`src/rtl/hello_scroll_ctrl_if.sv`:
```
// Control and position bus between the HELLO scroll controller and its board-side neighbours.
// Latency: none, plain wires.
// Backpressure: none, level signals plus a one-cycle tick strobe.
`timescale 1ns/1ps
interface hello_scroll_ctrl_if #(
    parameter int POS_W = 4
);
    logic             run_sw;
    logic             dir_sw;
    logic [1:0]       speed;
    logic             step_key_n;
    logic [POS_W-1:0] pos;
    logic             tick;
    logic [1:0]       state;

    // Switch/button side drives the controls and watches the position.
    modport master (
        output run_sw, dir_sw, speed, step_key_n,
        input  pos, tick, state
    );

    // Scroll controller side.
    modport slave (
        input  run_sw, dir_sw, speed, step_key_n,
        output pos, tick, state
    );
endinterface

```
`src/rtl/hello_scroll_ctrl.sv`:
```
// Scroll position generator for the eight-digit HELLO display: run/pause, direction, speed, single step.
// Latency: pin changes reach the FSM 3 cycles later; pos and tick update together on each advance.
// Backpressure: none; optional ping-pong mode enabled by defining HELLO_SCROLL_BOUNCE_EN.
`timescale 1ns/1ps
module hello_scroll_ctrl #(
    parameter int TICK_CYCLES = 50000000,
    parameter int NPOS        = 8,
    parameter int POS_W       = 4,
    parameter int PRE_W       = 26
) (
    input  logic          CLOCK_50,
    input  logic          Resetn,
    hello_scroll_ctrl_if.slave bus
);

    typedef enum logic [1:0] {
        ST_PAUSED  = 2'b00,
        ST_RUNNING = 2'b01,
        ST_STEP    = 2'b10
    } state_t;

    localparam logic [PRE_W-1:0] TICK_P   = PRE_W'(TICK_CYCLES);
    localparam logic [POS_W-1:0] POS_LAST = POS_W'(NPOS - 1);

    // Synchroniser stages
    logic       run_s1_q, run_s2_q;
    logic [1:0] speed_s1_q, speed_s2_q;
    logic       step_s1_q, step_s2_q, step_prev_q, step_edge_q;

    // FSM state and registered outputs
    state_t           state_q;
    logic [POS_W-1:0] pos_q;
    logic             tick_q;
    logic [PRE_W-1:0] pre_q;

    // Combinational helpers
    logic [PRE_W-1:0] lim_raw_d, lim_d;
    logic             wrap_d;
    logic             adv_en_d;
    logic [POS_W-1:0] pos_adv_d;

    // Two-flop synchronisers; the step button idles high, so its chain resets to 1.
    always_ff @(posedge CLOCK_50 or negedge Resetn) begin
        if (!Resetn) begin
            run_s1_q    <= 1'b0;
            run_s2_q    <= 1'b0;
            speed_s1_q  <= 2'b00;
            speed_s2_q  <= 2'b00;
            step_s1_q   <= 1'b1;
            step_s2_q   <= 1'b1;
            step_prev_q <= 1'b1;
            step_edge_q <= 1'b0;
        end else begin
            run_s1_q    <= bus.run_sw;
            run_s2_q    <= run_s1_q;
            speed_s1_q  <= bus.speed;
            speed_s2_q  <= speed_s1_q;
            step_s1_q   <= bus.step_key_n;
            step_s2_q   <= step_s1_q;
            step_prev_q <= step_s2_q;
            step_edge_q <= step_prev_q & ~step_s2_q;
        end
    end

    // Prescaler limit; a shift that underflows to zero is clamped to one cycle.
    // The >= compare lets a speed-up mid-count wrap on the very next cycle.
    always_comb begin
        lim_raw_d = TICK_P >> speed_s2_q;
        lim_d     = (lim_raw_d == '0) ? PRE_W'(1) : lim_raw_d;
        wrap_d    = (pre_q >= (lim_d - PRE_W'(1)));
    end

    // Advance happens either on a single step from PAUSED or on a wrap while still running.
    always_comb begin
        adv_en_d = ((state_q == ST_PAUSED)  && !run_s2_q && step_edge_q) ||
                   ((state_q == ST_RUNNING) &&  run_s2_q && wrap_d);
    end

`ifdef HELLO_SCROLL_BOUNCE_EN
    logic dir_q;
    logic dir_adv_d;

    // Ping-pong: turn around at either end instead of wrapping.
    always_comb begin
        pos_adv_d = pos_q;
        dir_adv_d = dir_q;
        if (!dir_q) begin
            if (pos_q == POS_LAST) begin
                pos_adv_d = POS_LAST - POS_W'(1);
                dir_adv_d = 1'b1;
            end else begin
                pos_adv_d = pos_q + POS_W'(1);
            end
        end else begin
            if (pos_q == '0) begin
                pos_adv_d = POS_W'(1);
                dir_adv_d = 1'b0;
            end else begin
                pos_adv_d = pos_q - POS_W'(1);
            end
        end
    end

    // Internal direction flag follows every advance.
    always_ff @(posedge CLOCK_50 or negedge Resetn) begin
        if (!Resetn) begin
            dir_q <= 1'b0;
        end else if (adv_en_d) begin
            dir_q <= dir_adv_d;
        end
    end
`else
    logic dir_s1_q, dir_s2_q;

    // Direction switch synchroniser.
    always_ff @(posedge CLOCK_50 or negedge Resetn) begin
        if (!Resetn) begin
            dir_s1_q <= 1'b0;
            dir_s2_q <= 1'b0;
        end else begin
            dir_s1_q <= bus.dir_sw;
            dir_s2_q <= dir_s1_q;
        end
    end

    // Wrap-around advance, direction taken from the switch in the advance cycle.
    always_comb begin
        pos_adv_d = pos_q;
        if (!dir_s2_q) begin
            pos_adv_d = (pos_q == POS_LAST) ? '0 : pos_q + POS_W'(1);
        end else begin
            pos_adv_d = (pos_q == '0) ? POS_LAST : pos_q - POS_W'(1);
        end
    end
`endif

    // Scroll FSM with registered pos/tick/prescaler.
    always_ff @(posedge CLOCK_50 or negedge Resetn) begin
        if (!Resetn) begin
            state_q <= ST_PAUSED;
            pos_q   <= '0;
            tick_q  <= 1'b0;
            pre_q   <= '0;
        end else begin
            case (state_q)
                ST_PAUSED: begin
                    pre_q  <= '0;
                    tick_q <= 1'b0;
                    if (run_s2_q) begin
                        state_q <= ST_RUNNING;
                    end else if (step_edge_q) begin
                        state_q <= ST_STEP;
                        pos_q   <= pos_adv_d;
                        tick_q  <= 1'b1;
                    end
                end
                ST_RUNNING: begin
                    if (!run_s2_q) begin
                        // Pausing wins over a coincident wrap: no tick, pos held.
                        state_q <= ST_PAUSED;
                        pre_q   <= '0;
                        tick_q  <= 1'b0;
                    end else if (wrap_d) begin
                        pre_q  <= '0;
                        pos_q  <= pos_adv_d;
                        tick_q <= 1'b1;
                    end else begin
                        pre_q  <= pre_q + PRE_W'(1);
                        tick_q <= 1'b0;
                    end
                end
                ST_STEP: begin
                    state_q <= ST_PAUSED;
                    pre_q   <= '0;
                    tick_q  <= 1'b0;
                end
                default: begin
                    state_q <= ST_PAUSED;
                    pre_q   <= '0;
                    tick_q  <= 1'b0;
                end
            endcase
        end
    end

    assign bus.pos   = pos_q;
    assign bus.tick  = tick_q;
    assign bus.state = state_q;

endmodule

```
`src/flat_wrapper.sv`:
```
// flat-port wrapper written by rule: the top's interface ports become plain ports
module hello_scroll_ctrl_flat 
#(
    parameter int TICK_CYCLES = 50000000,
    parameter int NPOS        = 8,
    parameter int POS_W       = 4,
    parameter int PRE_W       = 26
)
  (CLOCK_50, Resetn, bus_run_sw, bus_dir_sw, bus_speed, bus_step_key_n, bus_pos, bus_tick, bus_state);
  hello_scroll_ctrl_if #(.POS_W(POS_W)) bus_i ();
  input  logic CLOCK_50;
  input  logic Resetn;
  input wire logic [$bits(bus_i.run_sw)-1:0] bus_run_sw;
  input wire logic [$bits(bus_i.dir_sw)-1:0] bus_dir_sw;
  input wire logic [$bits(bus_i.speed)-1:0] bus_speed;
  input wire logic [$bits(bus_i.step_key_n)-1:0] bus_step_key_n;
  output wire logic [$bits(bus_i.pos)-1:0] bus_pos;
  output wire logic [$bits(bus_i.tick)-1:0] bus_tick;
  output wire logic [$bits(bus_i.state)-1:0] bus_state;
  assign bus_i.run_sw = bus_run_sw;
  assign bus_i.dir_sw = bus_dir_sw;
  assign bus_i.speed = bus_speed;
  assign bus_i.step_key_n = bus_step_key_n;
  assign bus_pos = bus_i.pos;
  assign bus_tick = bus_i.tick;
  assign bus_state = bus_i.state;
  hello_scroll_ctrl #(.TICK_CYCLES(TICK_CYCLES), .NPOS(NPOS), .POS_W(POS_W), .PRE_W(PRE_W)) u_core (.CLOCK_50(CLOCK_50), .Resetn(Resetn), .bus(bus_i));
endmodule
```
`config.mk`:
```
export PLATFORM = sky130hd
export DESIGN_NAME = hello_scroll_ctrl_flat
export DESIGN_NICKNAME = d
export VERILOG_FILES = /design/src/rtl/hello_scroll_ctrl_if.sv /design/src/rtl/hello_scroll_ctrl.sv /design/src/flat_wrapper.sv
export SDC_FILE = /design/constraint.sdc
export NUM_CORES = 1
export LEC_CHECK = 0
export ABC_AREA = 1
export BUFFER_PORTS_ARGS = -buffer_cell sky130_fd_sc_hd__buf_4
export CORE_UTILIZATION = 50
export DETAILED_ROUTE_END_ITERATION = 10
export PLACE_DENSITY = 0.64
export REMOVE_ABC_BUFFERS = 1
export SETUP_SLACK_MARGIN = 0.5
export SLEW_MARGIN = 0
export SYNTH_ARGS = -nofsm -noshare
export SYNTH_HDL_FRONTEND = slang
export SYNTH_SLANG_ARGS = --single-unit
```
`constraint.sdc`:
```
create_clock -name CLOCK_50 -period 3 [get_ports CLOCK_50]
set_input_delay 0.6 -clock CLOCK_50 [delete_from_list [all_inputs] [get_ports CLOCK_50]]
set_output_delay 0.6 -clock CLOCK_50 [all_outputs]
set_load 0.05 [all_outputs]
```
Word-level counts from Yosys, hierarchy flattened --
Cells that the tools add are included.
Operators by class: $add $sub $neg 4, order comparisons 1, equality and inequality tests 8, shift-type cells 1, multiplexer cells 21, bitwise logic cells 2, reductions and logical operators 6
Operator list (count):
- $mux 26 | 4
- $mux 4 | 7
- $add 26x1->26 const B | 1
- $ge 26x26->1 | 1
- $logic_not 26->1 | 1
- $shr 26x2->26 const A | 1
- $sub 26x1->26 const B | 1
- $pmux 4 s2 | 1
- $mux 2 | 3
- $ne 2x1->1 const B | 3
- $reduce_and 5->1 | 1
- $add 4x1->4 const B | 1
- $eq 4x3->1 const B | 1
- $logic_not 4->1 | 1
- $mux 1 | 4
- $ne 2x2->1 const B | 2
- $pmux 2 s2 | 1
- $sub 4x1->4 const B | 1
- $ne 3x1->1 const B | 1
- $eq 2x1->1 const B | 1
- $logic_not 2->1 | 1
- $pmux 1 s2 | 1
- $reduce_and 2->1 | 1
- $reduce_bool 2->1 | 1
- 2 further kinds | 2
Word-level totals: register bits after elaboration 45, output and inout port bits 7

Depth between registers and ports, before layout --
depth after elaboration 8, depth in mapped cells 16, depth with buffers taken out 15

Worst setup path before layout --
No wires, ideal clock.
path type reg2reg, start register u_core.speed_s2_q[0], end register u_core.pre_q[14], library setup time 0.069 ns, arrival time 2.123 ns, slack 0.808 ns, cell stages (with the launch flop) 15, buffers on the path 1, period minus slack after synthesis 2.192 ns, cell sequence dfrtp_1 -> inv_2 -> nand2_4 -> ha_1 -> ha_1 -> nand2_1 -> inv_1 -> o21ai_0 -> nand3_1 -> nand3_1 -> nand3_2 -> nor2_4 -> nand2_4 -> buf_6 -> nor2_2
On the way: cells in the longest elaborated chain, start to end 8
Ends and longest elaborated chain:
- start, declared | line hello_scroll_ctrl.sv:27 | logic [1:0] speed_s1_q, speed_s2_q;
- start signal, assigned | line hello_scroll_ctrl.sv:57 | speed_s2_q <= speed_s1_q;
- $shr 26x2->26 (*) | line hello_scroll_ctrl.sv:68 | lim_raw_d = TICK_P >> speed_s2_q;
- $logic_not 26->1 | line hello_scroll_ctrl.sv:69 | lim_d = (lim_raw_d == '0) ? PRE_W'(1) : lim_raw_d;
- $mux 26 (*) | line hello_scroll_ctrl.sv:69
- $sub 26x1->26 (*) | line hello_scroll_ctrl.sv:70 | wrap_d = (pre_q >= (lim_d - PRE_W'(1)));
- $ge 26x26->1 (*) | line hello_scroll_ctrl.sv:70
- $mux 26 (*) | line hello_scroll_ctrl.sv:163 | end else if (wrap_d) begin
- $mux 26 (*) | line hello_scroll_ctrl.sv:158 | if (!run_s2_q) begin
- $mux 26 (*) | line hello_scroll_ctrl.sv:145 | case (state_q)
- end signal, assigned | line hello_scroll_ctrl.sv:168 | pre_q <= pre_q + PRE_W'(1);
- end, declared | line hello_scroll_ctrl.sv:34 | logic [PRE_W-1:0] pre_q;
Mark *: on every way between the ends. The rest lies on a longest branch, timed or not. A chain may end at the register's enable or synchronous reset.

Worst setup path after layout --
start register u_core.speed_s2_q[0], end register u_core.pre_q[24]
Same word-level chain as after synthesis.

==> results.json <==
{
  "critPathBufInv": 3,
  "cts_tree": "built",
  "wl_per_cell_um": 13.0,
  "worstSetupStartpointType": "flip-flop",
  "wl_mm": 5.83,
  "ys.flop_type": "dfrtp_1",
  "min_period_ns": 2.35,
  "cp_top_family": "simple AND/OR/NAND/NOR gates",
  "die_w_um": 76.6,
  "post-place-cells": 434,
  "relSlewSlack": 0.631,
  "crit_type": "flip-flop to flip-flop",
  "dr.pass1.iters": 4,
  "syn_avg_cell_area_um2": 7.85,
  "start_util": 0.531,
  "slowest_delay_ns": 0.49,
  "end_kind": "flip-flop",
  "clk-insertion-delay-late_ns": 0.30,
  "clkSinkCount": 45,
  "ys_ff_latch": 45,
  "required_ns": 3.22,
  "skew_ns": 0.00634,
  "nNetsFinal": 408,
  "via_per_inst": 5.10,
  "async_flop_share": 1.00,
  "outcome": "completed",
  "dp_slack_ns": 0.392,
  "drtAntennaViolNets": 0,
  "ys_seq_area_frac": 0.406,
  "grt_pass1_wl_mm": 10.4,
  "whs_ns": 0.278,
  "syn_area_um2": 2780,
  "p_leak_nw": 1.58,
  "grt_usage": 0.226,
  "worst_slack_ns": 0.647,
  "path_max_fanout": 7,
  "route.detailed.drc": 0,
  "finish.utilization": 0.601,
  "tightestPinTransition_ns": 0.554,
  "yosysWarnings": 0,
  "setup_viol": 0,
  "hold_class": "input pin to asynchronous set/reset pin",
  "placed_area_um2": 2940,
  "die_y_um": 76.6,
  "final_cells": 449,
  "synth_most_common_cell": "nand2_1",
  "htreeDepth": 2,
  "synth_top_area_cell": "dfrtp_1",
  "fin_area_um2": 3150,
  "io_pins": 14,
  "fin_tns_setup_ns": 0,
  "power_density_nw_per_um2": 461,
  "cpMostUsedCell": "nand3_1",
  "rows": 26,
  "ctsHoldBuffers": 0,
  "synthTopCellsByArea": "dfrtp_1 38%, nand2_1 11%, ha_1 10%",
  "slew_violations": 0,
  "clock_path_buffers": 2,
  "rsz0062_at_grt": "no",
  "hpwl_mm": 4.38,
  "design.core.area_um2": 5240,
  "syn-instance-count": 354,
  "max_freq_mhz": 425,
  "drive_gt1_frac": 0.164,
  "grt_max_degree": 46,
  "finalPower_mw": 1.45,
  "synth_commonest_cells": "80 x nand2_1, 51 x nor2_1, 46 x inv_1",
  "irDropWorstVdd_uv": 454,
  "diodes": 0,
  "gr-total-overflow": 0,
  "port_buffers": 13,
  "clk_pin_slew_ns": 0.09,
  "area_growth_pct": 13.1,
  "dr.first_iter.drc_count": 101,
  "final_hold_viol_count": 0,
  "drv_cap": 0,
  "synth_edf_count": 0,
  "path_cells": "inv_4 -> nand2_4 -> ha_4 -> ha_1 -> nand2_1 -> inv_1 -> o21ai_1 -> nand3_1 -> nand3_1 -> nand3_2 -> nor2_4 -> buf_12 -> nor3b_1",
  "dieArea_um2": 5860,
  "synth_cell_types": 29,
  "gp_congestion": 0.916,
  "grt_pass1_vias": 2222,
  "numCtsBuffers": 5,
  "crit_arrival_ns": 2.57,
  "antenna_found_initial": 0,
  "num_vias": 2290,
  "period_share": 0.784,
  "critPathSlowestCell": "dfrtp_2",
  "root_buffer": "clkbuf_8",
  "synth_top_area_frac": 0.378
}
[state kept, by name (all words and copies together) (netlist names)]
register and count:
u_core.dir_s2_q 1, u_core.bus.state 2, u_core.step_edge_q 1, u_core.step_s2_q 1, u_core.speed_s2_q 2, u_core.run_s1_q 1
u_core.speed_s1_q 2, u_core.bus.tick 1, u_core.step_s1_q 1, u_core.pre_q 26, u_core.bus.pos 4, u_core.dir_s1_q 1
u_core.step_prev_q 1, u_core.run_s2_q 1
[worst register-to-register path: cells and delay by family (launching register included)]
family                   cells  cell delay [ns]
AND/OR/NAND/NOR              7             0.85
adder cells (fa/ha/maj)      2             0.52
flip-flops                   1             0.49
buffers and inverters        3             0.31
AO/OA/AOI/OAI                1             0.11
[what timing repair did]
action                                  in CTS  in global routing
buffers inserted                             1                  6
endpoints found under the hold margin        0                  0
pin swaps                                    1                  2
endpoints found under the setup margin      21                 30
resized for setup                            4                  8
[cells by family after synthesis]
logic type,share of synthesized area
XOR/XNOR,0.0473
AND/OR/NAND/NOR,0.324
other,0.00270
flip-flops,0.406
adder cells (fa/ha/maj),0.104
buffers and inverters,0.0734
AO/OA/AOI/OAI,0.0423
[cell usage in the layout (no fill, tap or decap)]
cell / count
ha_1: 22
o21ai_0: 12
nor2_1: 49
dfstp_2: 3
nor2_4: 2
buf_4: 19
a21oi_2: 1
nand2_2: 2
nand2_4: 1
o22ai_1: 2
a21oi_1: 7
or2_2: 1
nand3_1: 30
nand2_8: 1
dfrtp_1: 40
conb_1: 3
nor3_2: 1
dfrtp_2: 2
xor2_1: 9
inv_6: 2
clkinvlp_4: 1
nand4_1: 5
nor4_1: 1
o21ai_1: 1
nor3_4: 1
clkbuf_8: 5
ha_4: 1
xnor2_1: 6
nor3_1: 3
nor3b_1: 3
nor2_2: 12
nand3_2: 5
nand2_1: 78
buf_12: 1
inv_4: 1
inv_1: 46
[layer usage]
layer / share of wire / GRT usage / vias up
met5: 0 / 0 / -
met4: 0.016 / 0.0846 / 0
li1: - / - / 1168
met2: 0.47 / 0.359 / 49
met1: 0.47 / 0.308 / 1065
met3: 0.043 / 0.0383 / 8
[area by class of cell]
cell class                      instances  area, um^2
Timing Repair Buffer                   20         163
Clock inverter                          3        25.0
Clock buffer                            5        68.8
Tap cell                               70        87.6
Multi-Input combinational cell        259        1490
Sequential cell                        45        1130
Inverter                               47         179
Fill cell                             486        2090
[power breakdown]
part / switching (mW) / internal, mW / leakage [nW] / total [mW]
combinational: 0.232 / 0.134 / 0.945 / 0.365
sequential: 0.0538 / 0.643 / 0.588 / 0.697
clock: 0.218 / 0.170 / 0.0452 / 0.387
[path summary, 6_finish.rpt]
check | from | endpoint | cells past startpoint | slack [ns]
hold reg to reg | u_core.run_s1_q$_DFF_PN0_ | u_core.run_s2_q$_DFF_PN0_ | 0 | 0.35
hold / removal | Resetn | u_core.pre_q[0]$_DFF_PN0_ | 1 | 0.28
max in group asynchronous | Resetn | u_core.speed_s2_q[0]$_DFF_PN0_ | 1 | 2.31
setup reg to reg | u_core.speed_s2_q[0]$_DFF_PN0_ | u_core.pre_q[24]$_DFF_PN0_ | 13 | 0.65
setup / recovery | u_core.speed_s2_q[0]$_DFF_PN0_ | u_core.pre_q[24]$_DFF_PN0_ | 13 | 0.65
min in group CLOCK_50 | u_core.run_s1_q$_DFF_PN0_ | u_core.run_s2_q$_DFF_PN0_ | 0 | 0.35
Power figures use the tool's default switching activity.
